**config.mk**
```make
export PLATFORM = sky130hd
export DESIGN_NAME = rvvi_trace_arbiter
export DESIGN_NICKNAME = d
export VERILOG_FILES = /design/src/rtl/rvvi_trace_arbiter.sv
export SDC_FILE = /design/constraint.sdc
export NUM_CORES = 1
export LEC_CHECK = 0
export CAP_MARGIN = 0
export CORE_AREA = 3 3 177 179
export DETAILED_ROUTE_END_ITERATION = 7
export DIE_AREA = 0 0 180 182
export PLACE_DENSITY_LB_ADDON = 0.2
export SLEW_MARGIN = 20
export SYNTH_ARGS = -nofsm -noshare
export SYNTH_HDL_FRONTEND = slang
export SYNTH_SLANG_ARGS = --single-unit
```
**constraint.sdc**
```tcl
create_clock -name clk_i -period 3.35 [get_ports clk_i]
set_clock_uncertainty 0.2 [all_clocks]
set_input_delay 0.67 -clock clk_i [delete_from_list [all_inputs] [get_ports clk_i]]
set_output_delay 0.67 -clock clk_i [all_outputs]
set_load 0.05 [all_outputs]
```
**src/rtl/rvvi_trace_arbiter.sv**
```systemverilog
// Two-requester round-robin arbiter feeding a single registered trace-record slot.
// Each accepted record is stamped with a global 64-bit retirement order number.
// Optional stall watchdog: define RVVI_ARB_WATCHDOG_EN to build it in; otherwise
// stall_err_o is tied low.
module rvvi_trace_arbiter #(
  parameter int unsigned REC_W      = 128,
  parameter int unsigned TIMEOUT    = 1024,
  // Reset value of the order counter; leave at 0 for normal use
  parameter logic [63:0] ORDER_INIT = '0
) (
  input  logic                   clk_i,
  input  logic                   reset_i,
  input  logic [1:0]             req_valid_i,
  input  logic [1:0][REC_W-1:0]  req_rec_i,
  output logic [1:0]             req_ready_o,
  output logic                   out_valid_o,
  output logic [REC_W-1:0]       out_rec_o,
  output logic                   out_src_o,
  output logic [63:0]            out_order_o,
  input  logic                   out_ready_i,
  output logic                   stall_err_o
);

  typedef enum logic {StEmpty, StFull} state_e;

  state_e             state_q, state_d;
  logic               ptr_q, ptr_d;
  logic [REC_W-1:0]   rec_q, rec_d;
  logic               src_q, src_d;
  logic [63:0]        order_q, order_d;
  logic [63:0]        cnt_q, cnt_d;

  logic [1:0]         grant;
  logic               accept;
  logic               consume;
  logic               acc_idx;

  if (TIMEOUT < 1) begin : g_bad_timeout
    $error("TIMEOUT must be at least 1");
  end

  // Round-robin grant and ready; ready is forced low during reset
  always_comb begin
    grant = 2'b00;
    unique case (req_valid_i)
      2'b01:   grant = 2'b01;
      2'b10:   grant = 2'b10;
      2'b11:   grant = ptr_q ? 2'b10 : 2'b01;
      default: grant = 2'b00;
    endcase
    if (reset_i) begin
      req_ready_o = 2'b00;
    end else begin
      req_ready_o = grant & {2{(state_q == StEmpty) || out_ready_i}};
    end
    accept  = |req_ready_o;
    consume = (state_q == StFull) && out_ready_i;
    acc_idx = req_ready_o[1];
  end

  // Next-state for the occupancy FSM, output slot, order counter and pointer
  always_comb begin
    state_d = state_q;
    ptr_d   = ptr_q;
    rec_d   = rec_q;
    src_d   = src_q;
    order_d = order_q;
    cnt_d   = cnt_q;
    unique case (state_q)
      StEmpty: if (accept) state_d = StFull;
      StFull:  if (consume && !accept) state_d = StEmpty;
      default: state_d = StEmpty;
    endcase
    if (accept) begin
      rec_d   = req_rec_i[acc_idx];
      src_d   = acc_idx;
      order_d = cnt_q + 64'd1;
      cnt_d   = cnt_q + 64'd1;
      ptr_d   = ~acc_idx;
    end
  end

  // State registers with synchronous reset; a held record is simply dropped
  always_ff @(posedge clk_i) begin
    if (reset_i) begin
      state_q <= StEmpty;
      ptr_q   <= 1'b0;
      rec_q   <= '0;
      src_q   <= 1'b0;
      order_q <= '0;
      cnt_q   <= ORDER_INIT;
    end else begin
      state_q <= state_d;
      ptr_q   <= ptr_d;
      rec_q   <= rec_d;
      src_q   <= src_d;
      order_q <= order_d;
      cnt_q   <= cnt_d;
    end
  end

  assign out_valid_o = (state_q == StFull);
  assign out_rec_o   = rec_q;
  assign out_src_o   = src_q;
  assign out_order_o = order_q;

`ifdef RVVI_ARB_WATCHDOG_EN
  localparam int unsigned WdW = $clog2(TIMEOUT + 1);
  localparam logic [WdW-1:0] WdLimit = WdW'(TIMEOUT);

  logic [WdW-1:0] wd_q, wd_d;
  logic           stall_q, stall_d;

  // Count stalled presentation cycles, saturating; flag is sticky until reset
  always_comb begin
    wd_d = wd_q;
    if (consume) begin
      wd_d = '0;
    end else if (out_valid_o && !out_ready_i && (wd_q != WdLimit)) begin
      wd_d = wd_q + WdW'(1);
    end
    stall_d = stall_q || (wd_d == WdLimit);
  end

  // Watchdog registers
  always_ff @(posedge clk_i) begin
    if (reset_i) begin
      wd_q    <= '0;
      stall_q <= 1'b0;
    end else begin
      wd_q    <= wd_d;
      stall_q <= stall_d;
    end
  end

  assign stall_err_o = stall_q;
`else
  assign stall_err_o = 1'b0;
`endif

endmodule

```
=== Word-level counts from Yosys, hierarchy flattened ===
Index checks and enable logic that the tools add are counted.

* Flip-flop bits (word level): 195
* Input port bits: 261
* Output and inout bits: 197
* Word-level logic and storage cells: 26

* Add/subtract/negate cells: 1
* Order comparisons: 1
* Equality and inequality tests: 3
* Muxes and demuxes: 8
* Bitwise logic cells: 3
* Reduce and logical (&&, ||, !) cells: 5

{| class="wikitable"
|+ Operators with widths
! cell !! count
|-
| 2-to-1 mux 128 bit || 2
|-
| adder 64 x 1 -> 64 bit, second input constant || 1
|-
| case mux 2 bit (3 select lines) || 1
|-
| == test 2 bit, second input constant || 2
|-
| 2-to-1 mux 2 bit || 2
|-
| bitwise AND 2 bit || 1
|-
| == test 2 x 1 -> 1 bit, second input constant || 1
|-
| logical AND 1 bit || 2
|-
| < comparator 1 x 2 -> 1 bit, second input constant || 1
|-
| 2-to-1 mux 1 bit || 2
|-
| inverter 1 bit || 2
|-
| case mux 1 bit (2 select lines) || 1
|-
| OR reduction 2 bit || 1
|-
| logical NOT 1 bit || 1
|-
| logical OR 1 bit || 1
|}

=== Longest topological paths before layout ===
* Depth in word-level cells: 9
* Depth in mapped cells: 8
* Depth with buffers taken out: 7

=== Least setup slack after synthesis ===
No wires, ideal clock.

* Kind: reg-to-reg
* Start point: reg cnt_q[28]
* End point: reg cnt_q[52]
* Library setup time: 0.070 ns
* Arrival time: 2.516 ns
* Data required time: 3.080 ns
* Slack: 0.564 ns
* Cell stages (with the launch flop): 7
* Path buffers: 1
* Period minus slack after synthesis: 2.786 ns
* Cells stage by stage: dfxtp_1 nand4_1 or2_1 or4_1 buf_2 or4_1 a21oi_1

* Cells in the longest elaborated chain, start to end: 1

{| class="wikitable"
|+ Ends and longest elaborated chain
! element !! RTL line !! text
|-
| start, declared || 31 || <nowiki>logic [63:0] cnt_q, cnt_d;</nowiki>
|-
| start signal, assigned || 98 || <nowiki>cnt_q <= cnt_d;</nowiki>
|-
| adder 64 x 1 -> 64 bit || 78 || <nowiki>cnt_d = cnt_q + 64'd1;</nowiki>
|}

Every way passes these cells.
A chain may end at the register's enable or synchronous reset.

=== Worst setup path after layout ===
* Start point: reg cnt_q[12]
* End point: reg cnt_q[52]

Same word-level chain as after synthesis.

==> out/results.ini <==
[place]
finalWeightedCongestion = 0.842
dp.cells = 1746
post-place-ws_ps = 303
placedInstanceArea_sq_um = 13100
io_buffers = 456
place_hpwl_microns = 27100

[detailed_routing]
drt_pass1_iterations = 5
drt_wl_total_microns = 36500
drt_iter0_drc = 668
vias = 8970
drt_drc_violations_left = 0
vias_per_cell = 5.03
ant_nets = 0
wire_per_inst_microns = 20.5

[outcome]
status = complete, no violations

[sta]
maxSlewHeadroom_pct = 47.4
finalCritPeriodShare_pct = 83.0
hold_violations = 0
finalSetupViolCount = 0
final.min_clock_period_ps = 2780
rsz0062_at_grt = no
fin_ws_ps = 570
holdWs_ps = 255
fmaxAchievable_mhz = 360
slew_violations = 0
tns_ps = 0
max_slew.worst_pin.slew_ps = 787

[cts]
clk_transition_reported_paths_ps = 80
cts.sinks = 195
cts_tree = yes
cts_buffers = 17
cts_setup_buffers = 0
cts.path.max_buffers = 2
cts_root_buf = clkbuf_16
clk_latency_ps = 440
htree_levels = 4
cts_resized = 0
hold_buffers = 0

[power_and_ir_drop]
power.internal_mw = 4.28
power_mw = 6.14
ir_drop_mv = 0.329
p_seq_share_pct = 40.7
power_frac_comb_pct = 21.7
sw_frac_of_total_pct = 30.2
p_switching_mw = 1.86
p_leak_nw = 4.56
pwr-share-clk_pct = 37.5
power_density_nw_per_um2 = 446

[logic_synthesis]
synth-main-ff-cell = dfxtp_1
postSynth.asyncResetShare_pct = 0
yosys_warnings = 0
ys_types = 46
synth_area_sq_um = 8120
syn_inst = 953
avgSynthCellArea_sq_um = 8.52
yosysSeqAreaShare_pct = 48.1
ys_ff_latch = 195
synth_edf_count = 0
mappedNetlistNets = 1215

[floorplan]
die_area_sq_um = 32800
die_x_microns = 180
core-area_sq_um = 29700
rows = 63
initial_utilization_pct = 27.3
die_h_microns = 182
top_level_ports = 458

[cells_and_area]
final_area_sq_um = 13800
drive_above_1_share_pct = 4.83
final_core_util_pct = 46.3
area_growth_pct = 69.3
nNetsFinal = 1637
final_cells = 1784

[grt]
grt_first_pass_wirelength_microns = 54500
track_usage_pct = 21.4
overflow = 0
antenna_found_initial = 9
grt_pass1_vias = 8851
grt_start_max_net_pins = 146

[setup_path]
cp.arrival_ps = 2950
worst_setup_path_end_kind = flop
required_ps = 3520
crit_fanout = 25
critPathKind = flop to flop
crit_path_start_kind = flop

[min_path]
hp-class = flop to flop

[run]
drv_cap = 0

sequential cells by signal (all words and copies together), names as in the netlist:
register / count
out_rec_o: 128
out_valid_o: 1
out_src_o: 1
cnt_q: 64
ptr_q: 1
power groups by stage:
stage               registers [mW]  clock network (mW)  logic [mW]
floorplan                     2.93                   0       0.284
global placement              2.55                   0        1.34
detailed placement            2.55                   0        1.34
CTS                           2.50                2.37        1.34
global route                  2.51                2.47        1.41
finish                        2.50                2.30        1.33
worst paths after layout:
check	cells after the start	slack [ps]	startpoint	end
min reg2reg	2	250	out_rec_o[102]	out_rec_o[102]
min	2	250	out_rec_o[102]	out_rec_o[102]
max	5	570	cnt_q[12]	cnt_q[52]
max reg2reg	5	570	cnt_q[12]	cnt_q[52]
cells in the final DEF, fill, tap and decap left out, types with 17 or more instances in the layout:
| cell | n |
|---|---|
| nand3_1 | 17 |
| a22oi_1 | 119 |
| o21ai_0 | 19 |
| clkdlybuf4s50_1 | 453 |
| nor2_1 | 42 |
| dfxtp_1 | 195 |
| xnor2_1 | 17 |
| a21oi_1 | 153 |
| nand4_1 | 25 |
| nand2_1 | 144 |
| clkbuf_16 | 17 |
| or4_1 | 17 |
layer usage:
| metal | GRT usage (%) | part of all wire (%) | up-vias |
|---|---|---|---|
| li1 | - | - | 4333 |
| met1 | 25.8 | 40 | 4264 |
| met2 | 35.1 | 49 | 326 |
| met3 | 8.29 | 9.0 | 41 |
| met4 | 7.21 | 2.4 | 6 |
| met5 | 0 | 0.12 | - |
cell families (layout without fill, tap and decap cells):
| family | count (synthesis) | after routing | share of synthesized area (%) |
|---|---|---|---|
| AOI/OAI and AO/OA | 324 | 324 | 24.7 |
| and+or+nand+nor | 310 | 310 | 18.6 |
| DFF | 195 | 195 | 48.1 |
| buffers and inverters | 84 | 519 | 4.25 |
| xor gates and xnor gates | 29 | 29 | 3.13 |
| muxes | 9 | 9 | 1.11 |
| adders and majority gates | 1 | 1 | 0.154 |
| other | 1 | 7 | 0.0462 |
area by class of cell:
class	count	area (sq um)
fillers	2906	16000
repair buffers	475	4780
flip-flops and latches	195	3900
multi-input cells	674	3880
well taps	390	488
clock buffers	17	425
clock inverters	15	218
inverters	12	47.5
diodes	6	15.0
synthesized netlist by cell type, drive strengths merged, types with 5 or more instances:
master	count	area share, %
dfxtp	195	48
a21oi	153	9.4
nand2	144	6.7
a22oi	119	11
clkbuf	64	3.1
nor2	42	1.9
nand4	26	2.2
o21ai	19	1.2
or3	19	1.5
nand3	18	1.2
or4	17	1.6
xnor2	17	1.8
nor4	15	1.2
o31ai	14	1.3
xor2	12	1.3
inv	11	0.51
a211oi	9	0.83
mux2i	9	1.1
nor3	9	0.55
buf	8	0.62
and4	5	0.55
worst max-delay path, cell delays in order, from the launching register on:
cell	delay, ps
dfxtp_1	470
nand3_1	170
nor4_1	620
nand3_2	470
or4_1	630
a21oi_1	150
(Power assumes the default switching activity.)
